## config.mk

```make
export PLATFORM = sky130hd
export DESIGN_NAME = pipelined_csel_subtractor_flat
export DESIGN_NICKNAME = d
export VERILOG_FILES = /design/src/rtl/pipelined_csel_subtractor_if.sv /design/src/rtl/pipelined_csel_subtractor.sv /design/src/flat_wrapper.sv
export SDC_FILE = /design/constraint.sdc
export NUM_CORES = 1
export LEC_CHECK = 0
export ABC_AREA = 0
export BUFFER_PORTS_ARGS = -buffer_cell sky130_fd_sc_hd__clkbuf_2
export CAP_MARGIN = 20
export CORE_UTILIZATION = 55
export CTS_CLUSTER_SIZE = 40
export DETAILED_ROUTE_END_ITERATION = 8
export PLACE_DENSITY_LB_ADDON = 0.05
export SYNTH_ARGS = -nofsm -noshare
export SYNTH_HDL_FRONTEND = slang
export SYNTH_HIERARCHICAL = 1
export SYNTH_SLANG_ARGS = --single-unit
```

## constraint.sdc

```tcl
create_clock -name clk -period 7.75 [get_ports clk]
set_input_delay 0.3875 -clock clk [delete_from_list [all_inputs] [get_ports clk]]
set_output_delay 0.3875 -clock clk [all_outputs]
set_load 0.05 [all_outputs]
```

## src/rtl/pipelined_csel_subtractor_if.sv

```systemverilog
// Operand/result bus for the pipelined carry-select subtractor.
// master = producer/consumer side, slave = subtractor side.
interface pipelined_csel_subtractor_if #(
  parameter int WIDTH = 32
);
  logic             in_valid;
  logic             in_ready;
  logic [WIDTH-1:0] A;
  logic [WIDTH-1:0] B;
  logic             out_valid;
  logic             out_ready;
  logic [WIDTH-1:0] Diff;
  logic             Borrow;
  logic             Ovf;
  logic             Zero;

  modport master (
    output in_valid, A, B, out_ready,
    input  in_ready, out_valid, Diff, Borrow, Ovf, Zero
  );

  modport slave (
    input  in_valid, A, B, out_ready,
    output in_ready, out_valid, Diff, Borrow, Ovf, Zero
  );
endinterface

```

## src/rtl/pipelined_csel_subtractor.sv

```systemverilog
// Pipelined A - B (= A + ~B + 1): one carry-select slice per stage, operands
// skewed so each stage only carries the slices it has not yet resolved.

module csel_slice #(
  parameter int W = 8
) (
  input  logic [W-1:0] a,
  input  logic [W-1:0] b,
  input  logic         cin,
  output logic [W-1:0] sum,
  output logic         cout
);
  logic [W:0] r0, r1;

  // Both carry-in cases resolve in parallel; the registered carry only picks.
  assign r0 = {1'b0, a} + {1'b0, b};
  assign r1 = {1'b0, a} + {1'b0, b} + {{W{1'b0}}, 1'b1};
  assign {cout, sum} = cin ? r1 : r0;
endmodule

module pipelined_csel_subtractor #(
  parameter int WIDTH = 32,
  parameter int SLICE = 8
) (
  input logic                        clk,
  input logic                        rst_n,
  pipelined_csel_subtractor_if.slave bus
);
  localparam int N = WIDTH / SLICE;

  logic                       adv;
  logic [N:0]                 vld_pipe;
  logic [N-1:0][SLICE-1:0]    sl_a, sl_b, sl_sum;
  logic [N-1:0]               sl_cin, sl_cout;

  logic [WIDTH-1:0]           diff_d;
  logic [WIDTH-1:0]           diff_q;
  logic                       c_q, a_msb_q, b_msb_q;

  assign adv          = !vld_pipe[N] || bus.out_ready;
  assign bus.in_ready = adv;

  // vld_pipe[k] tags stage k; vld_pipe[N] is the output register.
  always_ff @(posedge clk) begin
    if (!rst_n)   vld_pipe <= '0;
    else if (adv) vld_pipe <= {vld_pipe[N-1:0], bus.in_valid};
  end

  csel_slice #(.W(SLICE)) u_slice [N-1:0] (
    .a    (sl_a),
    .b    (sl_b),
    .cin  (sl_cin),
    .sum  (sl_sum),
    .cout (sl_cout)
  );

  for (genvar k = 0; k < N; k++) begin : g_stg
    localparam int REM = (N - k) * SLICE;

    // Unresolved slices k..N-1, low-aligned: slice k always sits at the bottom.
    logic [REM-1:0] a_q;
    logic [REM-1:0] nb_q;
    logic           cy;

    assign sl_a[k]   = a_q[SLICE-1:0];
    assign sl_b[k]   = nb_q[SLICE-1:0];
    assign sl_cin[k] = cy;

    if (k == 0) begin : g_head
      assign cy = 1'b1;
      always_ff @(posedge clk) begin
        if (adv) begin
          a_q  <= bus.A;
          nb_q <= ~bus.B;
        end
      end
    end else begin : g_body
      logic [k*SLICE-1:0] res_q;
      logic [k*SLICE-1:0] res_d;

      if (k == 1) begin : g_first
        assign res_d = sl_sum[0];
      end else begin : g_next
        assign res_d = {sl_sum[k-1], g_stg[k-1].g_body.res_q};
      end

      always_ff @(posedge clk) begin
        if (adv) begin
          a_q   <= g_stg[k-1].a_q[REM+SLICE-1:SLICE];
          nb_q  <= g_stg[k-1].nb_q[REM+SLICE-1:SLICE];
          cy    <= sl_cout[k-1];
          res_q <= res_d;
        end
      end
    end
  end

  if (N == 1) begin : g_one
    assign diff_d = sl_sum[0];
  end else begin : g_many
    assign diff_d = {sl_sum[N-1], g_stg[N-1].g_body.res_q};
  end

  // Output payload only loads real transactions so bubbles never disturb the
  // reset-cleared values; c_q resets high so Borrow reads 0 out of reset.
  always_ff @(posedge clk) begin
    if (!rst_n) begin
      diff_q  <= '0;
      c_q     <= 1'b1;
      a_msb_q <= 1'b0;
      b_msb_q <= 1'b0;
    end else if (adv && vld_pipe[N-1]) begin
      diff_q  <= diff_d;
      c_q     <= sl_cout[N-1];
      a_msb_q <= g_stg[N-1].a_q[SLICE-1];
      b_msb_q <= ~g_stg[N-1].nb_q[SLICE-1];
    end
  end

  assign bus.out_valid = vld_pipe[N];
  assign bus.Diff      = diff_q;
  assign bus.Borrow    = ~c_q;
  assign bus.Ovf       = (a_msb_q != b_msb_q) && (diff_q[WIDTH-1] != a_msb_q);
  assign bus.Zero      = vld_pipe[N] && (diff_q == '0);
endmodule
```

## src/flat_wrapper.sv

```systemverilog
// flat-port wrapper written by rule: the top's interface ports become plain ports
module pipelined_csel_subtractor_flat 
#(
  parameter int WIDTH = 32,
  parameter int SLICE = 8
)
  (clk, rst_n, bus_in_valid, bus_A, bus_B, bus_out_ready, bus_in_ready, bus_out_valid, bus_Diff, bus_Borrow, bus_Ovf, bus_Zero);
  pipelined_csel_subtractor_if #(.WIDTH(WIDTH)) bus_i ();
  input logic clk;
  input logic rst_n;
  input wire logic [$bits(bus_i.in_valid)-1:0] bus_in_valid;
  input wire logic [$bits(bus_i.A)-1:0] bus_A;
  input wire logic [$bits(bus_i.B)-1:0] bus_B;
  input wire logic [$bits(bus_i.out_ready)-1:0] bus_out_ready;
  output wire logic [$bits(bus_i.in_ready)-1:0] bus_in_ready;
  output wire logic [$bits(bus_i.out_valid)-1:0] bus_out_valid;
  output wire logic [$bits(bus_i.Diff)-1:0] bus_Diff;
  output wire logic [$bits(bus_i.Borrow)-1:0] bus_Borrow;
  output wire logic [$bits(bus_i.Ovf)-1:0] bus_Ovf;
  output wire logic [$bits(bus_i.Zero)-1:0] bus_Zero;
  assign bus_i.in_valid = bus_in_valid;
  assign bus_i.A = bus_A;
  assign bus_i.B = bus_B;
  assign bus_i.out_ready = bus_out_ready;
  assign bus_in_ready = bus_i.in_ready;
  assign bus_out_valid = bus_i.out_valid;
  assign bus_Diff = bus_i.Diff;
  assign bus_Borrow = bus_i.Borrow;
  assign bus_Ovf = bus_i.Ovf;
  assign bus_Zero = bus_i.Zero;
  pipelined_csel_subtractor #(.WIDTH(WIDTH), .SLICE(SLICE)) u_core (.clk(clk), .rst_n(rst_n), .bus(bus_i));
endmodule
```

* Word-level counts from Yosys, hierarchy flattened
Cells that the tools add are included.
Storage, ports and cells: bits in registers 251, output and inout port bits 37, word-level logic and storage cells 41
Cells by class: $add $sub $neg 8, equality and inequality tests 2, muxes and demuxes 3, bitwise gates (word level) 3, reductions and logical operators 6
Operators with widths (number):
- 8-bit by 8-bit adder with 9-bit output | 4
- 9-bit by 1-bit adder with 9-bit output, second input constant | 4
- 32-bit zero test | 1
- 32-bit NOT | 1
- 9-bit two-way mux | 3
- 1-bit logical AND | 3
- 1-bit != test | 2
- 1-bit NOT | 2
- 1-bit zero test | 1
- 1-bit logical OR | 1

* Longest topological paths before layout
Gate-level depths: netlist (run 1).
depth after elaboration 3, gate-level depth with buffers 10

* Modules after synthesis
The synthesis (run 1) kept the hierarchy.
Modules (own cells, without submodules):
- pipelined_csel_subtractor | instances 1, cells an instance 440, area an instance 8152.8 um^2, sequential area each 7136.8 um^2
- csel_slice | instances 4, cells an instance 61, area an instance 494.2 um^2, sequential area each 0.0 um^2

* Worst setup path after synthesis (run 1)
No wires, ideal clock.
path kind reg-to-reg, from register u_core.vld_pipe[4], to register u_core.g_stg[0].a_q[0], enable pin, library setup time 0.489 ns, data arrival time 3.414 ns, data required time 7.261 ns, setup slack 3.847 ns, stages on the path, launching flop included 4, path buffers 1, clock period less this slack 3.903 ns, cell sequence dfxtp_1 nor2b_4 inv_2 buf_2
On the way: longest elaborated chain between the ends 2
RTL lines:
- start: declaration | line pipelined_csel_subtractor.sv:32 | logic [N:0] vld_pipe;
- start signal: assignment | line pipelined_csel_subtractor.sv:46 | else if (adv) vld_pipe <= {vld_pipe[N-1:0], bus.in_valid};
- 1-bit zero test | line pipelined_csel_subtractor.sv:40 | assign adv = !vld_pipe[N] || bus.out_ready;
- 1-bit logical OR | line pipelined_csel_subtractor.sv:40
- net bus_in_ready | line flat_wrapper.sv:15 | output wire logic [$bits(bus_i.in_ready)-1:0] bus_in_ready;
- end signal: assignment | line pipelined_csel_subtractor.sv:73 | a_q <= bus.A;
- end: declaration | line pipelined_csel_subtractor.sv:61 | logic [REM-1:0] a_q;
The timed path passes the listed nets, and every way through them passes these cells. A chain may end at the register's enable or synchronous reset.

* Worst setup path after layout (run 1)
from register u_core.vld_pipe[4], to output bus_in_ready
On the way: longest elaborated chain between the ends 2
RTL lines (line):
- 1-bit zero test | pipelined_csel_subtractor.sv:40
- 1-bit logical OR | pipelined_csel_subtractor.sv:40
- end: declaration | flat_wrapper.sv:15
No other way between the ends.

==> results of run 1 <==
sequential cells by signal (all words and copies together), names as in the netlist:
| name | flops |
|---|---|
| u_core/a_msb_q | 1 |
| u_core/b_msb_q | 1 |
| u_core/bus.Diff | 32 |
| u_core/c_q | 1 |
| u_core/g_stg.a_q | 80 |
| u_core/g_stg.cy | 3 |
| u_core/g_stg.g_body.res_q | 48 |
| u_core/g_stg.nb_q | 80 |
| u_core/vld_pipe | 5 |
metrics by stage:
| stage | setup slack [ns] | cells | total power [mW] | instance area, um2 |
|---|---|---|---|---|
| 2_1_floorplan | 3.85 | 688 | 1.87 | 10100 |
| 3_3_place_gp | 4.67 | 1003 | 1.93 | 10900 |
| 3_5_place_dp | 4.61 | 1004 | 1.95 | 10900 |
| 4_1_cts | 4.15 | 1051 | 3.12 | 11700 |
| 5_1_grt | 4.31 | 1052 | 3.22 | 11700 |
| 6_report | 4.50 | 1052 | 3.09 | 11700 |
worst max-delay path: cells and delay by family (launching register included):
kind,cells,cell delay [ns]
DFF,1,0.35
buffers and inverters,3,1.19
and+or+nand+nor,1,0.72
Yosys cell counts, types with 2 or more instances:
cell and instances:
edfxtp_1 211, o21ai_0 44, nor2_1 41, dfxtp_1 40, a21boi_1 39, nand3_1 39, inv_1 37, ha_1 36
xnor2_1 24, xor2_1 20, a21oi_1 16, nand2_1 12, o21a_1 12, buf_2 10, a211oi_2 8, nor3_2 8
o21ai_1 8, clkbuf_1 7, nand4_1 6, nor4_1 6, nand3b_1 5, nor3_1 5, a211o_2 4, a21o_2 4
a22o_1 4, a2bb2oi_1 4, and3_1 4, fa_1 4, mux2_2 4, nand2b_4 4, nand4b_2 4, nor2b_1 4
inv_2 2, or3_1 2
how the worst min path moves through the flow:
stage	endpoint	slack (ns)	cells after the start
floorplan	u_core/g_stg[1].a_q[0]$_DFFE_PN_	0.40	0
global placement	u_core/g_stg[1].nb_q[6]$_DFFE_PN_	0.40	0
detailed placement	u_core/g_stg[2].g_body.res_q[2]$_DFFE_PN_	0.40	0
CTS	u_core/g_stg[0].a_q[17]$_DFFE_PN_	0.01	1
global route	u_core/g_stg[0].a_q[17]$_DFFE_PN_	0.02	1
finish	u_core/g_stg[0].a_q[17]$_DFFE_PN_	0.04	1
cell usage in the layout (no fill, tap or decap), types with 26 or more instances in the layout:
| master | count |
|---|---|
| edfxtp_1 | 211 |
| clkbuf_2 | 104 |
| o21ai_0 | 44 |
| nor2_1 | 41 |
| dfxtp_1 | 40 |
| nand3_1 | 39 |
| a21boi_1 | 39 |
| inv_1 | 37 |
| ha_1 | 36 |
| clkbuf_16 | 26 |
final cells by class:
cell class                 instances  share of cell area
clock buffer                      36              0.0620
clock inverter                    11             0.00800
sequential                       251               0.608
timing repair buffer             107              0.0486
multi-input combinational        379               0.236
inverter                          39              0.0131
tap                              229              0.0244
power breakdown:
part | internal [mW] | switching, mW
combinational | 0.125 | 0.150
sequential | 1.60 | 0.0404
clock | 0.690 | 0.478
kinds of logic after synthesis:
| family | Yosys count |
|---|---|
| compound gates | 143 |
| xor+xnor | 44 |
| fa+ha+maj | 40 |
| buf+inv | 58 |
| flops | 251 |
| mux | 4 |
| other cells | 1 |
| simple gates | 143 |
metal layers:
metal | GRT usage | share of wire
met3 | 0.0309 | 0.049
met2 | 0.269 | 0.49
met4 | 0.0525 | 0.018
met1 | 0.202 | 0.44
met5 | 0 | 0
==> impl_metrics.py, run 1 <==
metrics = {
    "synth": {
        "ys_ff_latch": 251,
        "synth_top_area_frac": 0.625,
        "netlist_area_um2": 10100,
        "ys_top_cells_by_area": "edfxtp_1, dfxtp_1, ha_1, a21boi_1, o21ai_0",
        "synth_area_per_cell_um2": 14.8,
        "yosys.area_share.simple": 0.0808,
        "ys.flop_type": "edfxtp_1",
        "synth-xor-area-share": 0.0380,
        "synth_compound_area_frac": 0.0956,
        "synth-edff-count": 211,
        "yosys-mux-area-fraction": 0.00445,
        "syn_inst": 684,
        "synth_top_family_by_area": "compound AO/OA/AOI/OAI gates",
        "synthAdderAreaFrac": 0.0524,
        "ys_warn_count": 6,
        "yosys.cell_types.count": 40,
        "ys_async_sr_fraction": 0,
        "seq_area_frac_synth": 0.705,
        "yosysTopAreaCell": "edfxtp_1",
    },
    "floorplanning": {
        "ios": 105,
        "row_count": 49,
        "die_area_um2": 19000,
        "core_area_um2": 18000,
        "die_h_um": 138,
        "die_w_um": 138,
        "start_util": 0.562,
    },
    "timing": {
        "relSlewSlack": 0.430,
        "setup_viol": 0,
        "fin_crit_sh": 0.420,
        "fin_tns_setup_ns": 0,
        "final-hold-violation-count": 0,
        "clock_skew_ns": 0.00637,
        "maxSlewViolCount": 0,
        "worst_pin_slew_ns": 0.853,
        "timing.final.crit_period_ns": 3.25,
        "max_freq_mhz": 308,
        "rsz0062_at_grt": "no",
        "whs_ns": 0.0405,
    },
    "clocking": {
        "cts_hold_buf": 0,
        "cts-root-to-sink-buffers": 3,
        "clkSinkCount": 251,
        "cts_setup_buffers": 0,
        "cts_made_buffers": 26,
        "cts_resized": 0,
        "htree_num_levels": 1,
        "tritoncts": "done",
        "clock_latency_ns": 0.52,
        "cts.clk_slew.worst_paths_ns": 0.06,
        "cts-root-buf": "clkbuf_16",
    },
    "power_and_ir_drop": {
        "irDropWorstVdd_mv": 0.206,
        "p_leak_nw": 4.67,
        "cellPowerDensity_nw_per_um2": 263,
    },
    "worst_setup_path": {
        "critical_path.max_fanout": 85,
        "max_stage_delay_ns": 0.72,
        "regToRegStartpoint": "u_core/g_stg[3].a_q[0]$_DFFE_PN_",
        "worstSetupEndpoint": "bus_in_ready",
        "critPathRequiredTime_ns": 7.36,
        "arrival_ns": 2.86,
        "start_kind": "flop",
        "critical_path_class": "flop to primary output",
        "r2r-end": "u_core/bus.Diff[31]$_SDFFE_PN0P_",
        "crit_path_end_kind": "primary output",
        "path_cells": "nor2b_4, inv_8, buf_4, clkbuf_2",
        "reg2reg_slack_ns": 5.21,
        "critPathLaunch": "u_core/vld_pipe[4]$_SDFFE_PN0N_",
        "worst_r2r_path_depth": 10,
        "crit_slowest_cell": "nor2b_4",
    },
    "routing": {
        "drc": 0,
        "via_per_inst": 5.29,
        "ant_nets": 0,
        "wl_um": 15200,
        "vias": 5564,
        "drt_iter0_markers": 391,
        "drt-pass1-iter-count": 5,
        "wl_per_cell_um": 14.4,
    },
    "place": {
        "place_congestion": 0.835,
        "hpwl_um": 9740,
        "portBuffers": 104,
    },
    "global_route": {
        "grt_first_pass_wirelength_um": 23800,
        "overflow": 0,
        "track_usage": 0.158,
        "grt_pass1_vias": 5274,
        "antenna_found_initial": 0,
        "grt_max_degree": 189,
    },
    "final_layout": {
        "n_fill_cell": 1329,
        "multiInputGateArea_um2": 2770,
        "diodes": 0,
        "final_nets": 912,
        "final_util": 0.651,
        "seqCellArea_um2": 7140,
        "area_delta_synth_final_pct": 15.9,
        "final_layout_size_suffix_gt1_frac": 0.224,
    },
    "outcome": {
        "run_status": "complete, no violations",
    },
    "run": {
        "max-cap-violations": 0,
    },
    "min_path": {
        "min_from": "bus_A[17]",
        "worst_hold_path_type": "input pin to flop",
    },
}
Note: power is estimated with default switching activity, not from simulation.
==> run 2: changes to the inputs <==
ABC_AREA = 1   (was 0)
clock period = 3.1 ns   (was 7.75 ns; I/O delays follow)
==> run 2 against run 1 <==
Against the previous run: sequential share of layout area fell by 5.0 points; highest routed layer unchanged; hold slack gained 0.21 ns; first-iteration DRC count decreased by 20%; global-route usage increased by 2.0 points; total power rose to 2.6 times the previous value; critical path depth down 1; wire length grew 11%; core utilization is 3.0 points higher; critical path type unchanged.
==> impl_metrics.py, run 2 <==
metrics = {
    "clocking": {
        "cts.clk_slew.worst_paths_ns": 0.06,
        "clkSinkCount": 251,
        "cts_made_buffers": 26,
        "htree_num_levels": 1,
        "cts_resized": 0,
        "cts-root-buf": "clkbuf_16",
        "cts-root-to-sink-buffers": 3,
        "tritoncts": "done",
        "clock_latency_ns": 0.52,
    },
    "power_and_ir_drop": {
        "switchingPower_mw": 1.96,
        "p_leak_nw": 5.52,
        "pwr-share-comb": 0.130,
        "irDropWorstVdd_mv": 0.482,
        "cellPowerDensity_nw_per_um2": 629,
        "power_frac_clock": 0.354,
        "seqPwrFrac": 0.517,
        "internal-power_mw": 6.08,
        "switching_share": 0.244,
    },
    "global_route": {
        "grt_first_pass_wirelength_um": 28100,
        "grt_max_degree": 85,
        "track_usage": 0.178,
        "grt_pass1_vias": 6430,
        "overflow": 0,
        "antenna_found_initial": 0,
    },
    "synth": {
        "synthAdderAreaFrac": 0.0503,
        "synth_top_area_frac": 0.601,
        "synth_compound_area_frac": 0.0294,
        "netlist_top_cells_count": "edfxtp_1, nand2_1, nor2_1, inv_1, dfxtp_1",
        "yosysTopAreaCell": "edfxtp_1",
        "synth_top_family_by_area": "simple AND/OR/NAND/NOR gates",
        "netlist_area_um2": 10500,
        "ys_async_sr_fraction": 0,
        "ys.flop_type": "edfxtp_1",
        "yosys-mux-area-fraction": 0.00427,
        "seq_area_frac_synth": 0.677,
        "ys_warn_count": 6,
        "syn_inst": 852,
        "yosysMostFrequentCell": "edfxtp_1",
        "yosys.cell_types.count": 33,
        "synth_area_per_cell_um2": 12.4,
        "yosys.area_share.simple": 0.170,
        "ys_ff_latch": 251,
        "ys_top_cells_by_area": "edfxtp_1, dfxtp_1, nand2_1, ha_1, nor2_1",
        "synth-edff-count": 211,
        "synth-xor-area-share": 0.0199,
    },
    "floorplanning": {
        "start_util": 0.561,
        "die_w_um": 140,
        "die_area_um2": 19700,
        "die_h_um": 140,
        "core_area_um2": 18800,
        "row_count": 50,
        "ios": 105,
    },
    "place": {
        "portBuffers": 104,
        "place_congestion": 0.848,
        "hpwl_um": 10700,
    },
    "routing": {
        "via_per_inst": 4.89,
        "vias": 6364,
        "drc": 0,
        "drt-pass1-iter-count": 6,
        "wl_um": 16800,
        "wl_per_cell_um": 12.9,
        "ant_nets": 0,
        "drt_iter0_markers": 314,
    },
    "timing": {
        "fin_crit_sh": 0.732,
        "relSlewSlack": 0.540,
        "maxSlewViolCount": 0,
        "max_freq_mhz": 441,
        "fin_tns_setup_ns": 0,
        "clock_skew_ns": 0.00782,
        "rsz0062_at_grt": "no",
        "whs_ns": 0.252,
        "timing.final.crit_period_ns": 2.27,
        "setup_viol": 0,
        "final-hold-violation-count": 0,
        "worst_pin_slew_ns": 0.690,
    },
    "min_path": {
        "worst_hold_path_type": "input pin to flop",
    },
    "final_layout": {
        "final_cell_mix": "edfxtp_1, nand2_1, nor2_1, clkbuf_2, inv_1",
        "largestRegisters": "u_core/g_stg.a_q: 80 flops, u_core/g_stg.nb_q: 80 flops, u_core/g_stg.g_body.res_q: 48 flops",
        "final_layout_size_suffix_gt1_frac": 0.210,
        "final_common_cell": "edfxtp_1",
        "diodes": 0,
        "area_delta_synth_final_pct": 21.3,
        "final_nets": 1156,
    },
    "worst_setup_path": {
        "arrival_ns": 2.11,
        "start_kind": "flop",
        "critPathRequiredTime_ns": 2.94,
        "crit_path_end_kind": "primary output",
        "critical_path_class": "flop to primary output",
        "critical_path.max_fanout": 84,
    },
    "run": {
        "max-cap-violations": 0,
    },
    "outcome": {
        "run_status": "complete, no violations",
    },
}
-- run 2: kinds of logic after synthesis --
kind of cell | count (synthesis)
simple gates | 354
fa+ha+maj | 40
xor+xnor | 24
buf+inv | 118
flops | 251
other cells | 1
mux | 4
compound gates | 60
-- run 2: repair_timing --
item / 4_1_cts / 5_1_grt
buffers inserted: 0 / 0
hold buffers: 67 / 0
hold endpoints to repair: 68 / 0
-- run 2: worst paths after layout --
kind	slack [ns]	from	end	cells after the start
hold / removal	0.25	rst_n	u_core/c_q$_SDFFE_PN1P_	2
setup / recovery	0.83	u_core/vld_pipe[4]$_SDFFE_PN0N_	bus_in_ready	3
setup reg to reg	0.89	u_core/g_stg[0].a_q[0]$_DFFE_PN_	u_core/g_stg[1].cy$_DFFE_PN_	10
hold reg to reg	0.41	u_core/g_stg[0].nb_q[31]$_DFFE_PN_	u_core/g_stg[1].nb_q[23]$_DFFE_PN_	0
-- run 2: layout make-up --
| cell class | instances | area, um2 |
|---|---|---|
| clock buffer | 32 | 704 |
| sequential | 251 | 7140 |
| inverter | 108 | 413 |
| clock inverter | 15 | 87.6 |
| tap | 234 | 293 |
| fill | 1386 | 5990 |
| timing repair buffer | 175 | 1230 |
| multi-input combinational | 486 | 2910 |
-- run 2: layer usage --
layer | share of wire | track usage | up-vias
met3 | 0.047 | 0.0321 | 39
met5 | 0 | 0 | -
met4 | 0.034 | 0.0711 | 0
met2 | 0.50 | 0.329 | 137
met1 | 0.42 | 0.205 | 2945
li1 | - | - | 3243
-- run 2: metrics by stage --
| step | util | cell area (um2) | setup WS [ns] | instances | power, mW |
|---|---|---|---|---|---|
| CTS | 0.681 | 12800 | 0.775 | 1301 | 8.13 |
| global placement | 0.603 | 11300 | 0.928 | 1187 | 5.16 |
| floorplan | - | 10500 | 0.180 | 855 | 4.97 |
| detailed placement | 0.603 | 11300 | 0.904 | 1187 | 5.20 |
| finish | 0.681 | 12800 | 0.832 | 1301 | 8.04 |
| global route | 0.681 | 12800 | 0.692 | 1301 | 8.40 |
-- run 2: power by group through the flow --
| stage | clock network, mW | logic, mW | registers [mW] |
|---|---|---|---|
| after floorplan | 0 | 0.726 | 4.25 |
| after global placement | 0 | 0.945 | 4.21 |
| after detailed placement | 0 | 0.972 | 4.23 |
| after CTS | 2.93 | 1.05 | 4.16 |
| after global routing | 3.04 | 1.17 | 4.19 |
| final | 2.85 | 1.04 | 4.16 |
-- run 2: worst max-delay path, stage by stage (launching register included) --
cell and delay (ns):
dfxtp_1 0.38, nand2_8 0.50, buf_12 0.32, clkbuf_2 0.33
==> run 3: changes to the inputs <==
ABC_AREA = 0   (was 1)
clock period = 2.3 ns   (was 3.1 ns; I/O delays follow)
==> run 3 against run 2 <==
Against the previous run: core utilization is 3.5 points higher; combinational power increased by 19%; worst setup slack lost 0.89 ns; final area rose by 0.94%; clock power rose by 40%; critical path depth increased by 6; largest power group unchanged; the flow now finishes with violations (setup timing); cell count is 12% lower; first-iteration DRC count is 14% lower; hold slack worse by 0.049 ns; die area down 3.8%; sequential power up 33%.
==> impl_metrics.py, run 3 (synthesis results as in run 1) <==
metrics = {
    "global_route": {
        "grt_first_pass_wirelength_um": 26600,
        "grt_max_degree": 85,
        "track_usage": 0.178,
        "overflow": 0,
        "antenna_found_initial": 0,
        "grt_pass1_vias": 5819,
    },
    "power_and_ir_drop": {
        "irDropWorstVdd_mv": 0.703,
        "cellPowerDensity_nw_per_um2": 836,
        "p_leak_nw": 5.18,
        "power.total_mw": 10.8,
    },
    "timing": {
        "worst_pin_slew_ns": 0.637,
        "fin_tns_setup_ns": -0.119,
        "finalWorstSetupSlack_ns": -0.0603,
        "timing.final.crit_period_ns": 2.36,
        "fin_crit_sh": 1.03,
        "relSlewSlack": 0.575,
        "setup_viol": 5,
        "clock_skew_ns": 0.00867,
        "max_freq_mhz": 424,
        "final-hold-violation-count": 0,
        "maxSlewViolCount": 0,
        "rsz0062_at_grt": "yes",
    },
    "place": {
        "hpwl_um": 10500,
        "portBuffers": 104,
        "placed_cell_area_um2": 11100,
        "dp_slack_ns": -0.112,
        "place_congestion": 0.790,
    },
    "routing": {
        "ant_nets": 0,
        "wl_um": 16600,
        "vias": 5962,
        "via_per_inst": 5.19,
        "wl_per_cell_um": 14.5,
        "drt-pass1-iter-count": 4,
        "drc": 0,
        "drt_iter0_markers": 271,
    },
    "worst_setup_path": {
        "crit_buf_inv": 1,
        "start_kind": "flop",
        "worst_r2r_path_depth": 9,
        "crit_slowest_cell": "a211o_4",
        "reg2reg_slack_ns": -0.06,
        "r2r-end": "u_core/g_stg[3].cy$_DFFE_PN_",
        "cp_top_family": "adder cells",
        "critical_path_class": "flop to flop",
        "arrival_ns": 2.62,
        "path_cells": "ha_2, fa_2, a211o_4, o21ai_4, xnor2_2, buf_4, nand4b_4, nor3_4, xnor2_1",
        "crit_path_end_kind": "flop",
        "max_stage_delay_ns": 0.38,
        "regToRegStartpoint": "u_core/g_stg[2].nb_q[0]$_DFFE_PN_",
        "critical_path.max_fanout": 3,
        "critPathRequiredTime_ns": 2.56,
    },
    "clocking": {
        "cts-root-buf": "clkbuf_16",
        "clock_latency_ns": 0.51,
        "cts-root-to-sink-buffers": 3,
        "htree_num_levels": 1,
        "cts_made_buffers": 26,
        "clkSinkCount": 251,
        "tritoncts": "done",
        "cts.clk_slew.worst_paths_ns": 0.06,
    },
    "outcome": {
        "violations": "setup timing",
        "run_status": "finished with violations",
    },
    "run": {
        "max-cap-violations": 0,
    },
    "final_layout": {
        "final_nets": 1008,
        "final_util": 0.716,
        "final_common_cell": "edfxtp_1",
        "final_cell_area_um2": 12900,
        "final_layout_size_suffix_gt1_frac": 0.258,
        "diodes": 0,
        "largestRegisters": "u_core/g_stg.a_q: 80 flops, u_core/g_stg.nb_q: 80 flops, u_core/g_stg.g_body.res_q: 48 flops",
        "n_fill_cell": 1225,
        "final_cell_mix": "edfxtp_1, clkbuf_2, dlygate4sd3_1, o21ai_0, nor2_1",
        "area_delta_synth_final_pct": 27.4,
    },
    "floorplanning": {
        "core_area_um2": 18000,
        "die_w_um": 138,
        "row_count": 49,
        "ios": 105,
        "die_h_um": 138,
        "start_util": 0.562,
        "die_area_um2": 19000,
    },
    "min_path": {
        "worst_hold_path_type": "input pin to flop",
        "min_from": "rst_n",
        "min_to": "u_core/c_q$_SDFFE_PN1P_",
        "hold_depth": 2,
    },
}
-- run 3: cell type report --
type                       count  area (um2)  area share
sequential                   251        7140       0.553
multi-input combinational    379        3030       0.235
timing repair buffer         203        1470       0.114
clock buffer                  36         719      0.0558
tap                          229         287      0.0222
inverter                      39         154      0.0119
clock inverter                12         109     0.00844
-- run 3: where the power goes --
part	leakage [nW]	total, mW	internal (mW)	switching, mW
Combinational	2.22	1.24	0.619	0.625
Clock	0.408	3.99	2.41	1.59
Sequential	2.55	5.54	5.40	0.141
-- run 3: worst max-delay path by stage --
stage	slack [ns]	cells past startpoint	to	start
after global routing	-0.20	10	u_core/bus.Diff[31]$_SDFFE_PN0P_	u_core/g_stg[3].nb_q[0]$_DFFE_PN_
final	-0.06	9	u_core/g_stg[3].cy$_DFFE_PN_	u_core/g_stg[2].nb_q[0]$_DFFE_PN_
after global placement	-0.03	10	u_core/bus.Diff[31]$_SDFFE_PN0P_	u_core/g_stg[3].a_q[0]$_DFFE_PN_
after floorplan	0.02	3	u_core/g_stg[0].a_q[0]$_DFFE_PN_	u_core/vld_pipe[4]$_SDFFE_PN0N_
after detailed placement	-0.11	10	u_core/bus.Diff[31]$_SDFFE_PN0P_	u_core/g_stg[3].a_q[0]$_DFFE_PN_
after CTS	-0.03	10	u_core/bus.Diff[31]$_SDFFE_PN0P_	u_core/g_stg[3].nb_q[0]$_DFFE_PN_
-- run 3: per-layer routing --
metal / vias to the layer above / track usage / share of wire
li1: 2970 / - / -
met1: 2827 / 0.233 / 0.45
met2: 133 / 0.301 / 0.49
met3: 32 / 0.0338 / 0.041
met4: 0 / 0.0519 / 0.023
met5: - / 0 / 0
-- run 3: repair_timing --
action	in CTS	in global routing
resized for setup	22	19
pin swaps	14	14
setup endpoints to repair	12	13
hold buffers	66	0
hold endpoints to repair	67	0
buffers inserted	5	3
-- run 3: per-stage QoR --
| step | hold WS [ns] | cells |
|---|---|---|
| final | 0.203 | 1149 |
| after global routing | 0.262 | 1149 |
| after CTS | 0.182 | 1146 |
| after detailed placement | 0.294 | 1027 |
| after global placement | 0.292 | 1027 |
| after floorplan | 0.214 | 688 |
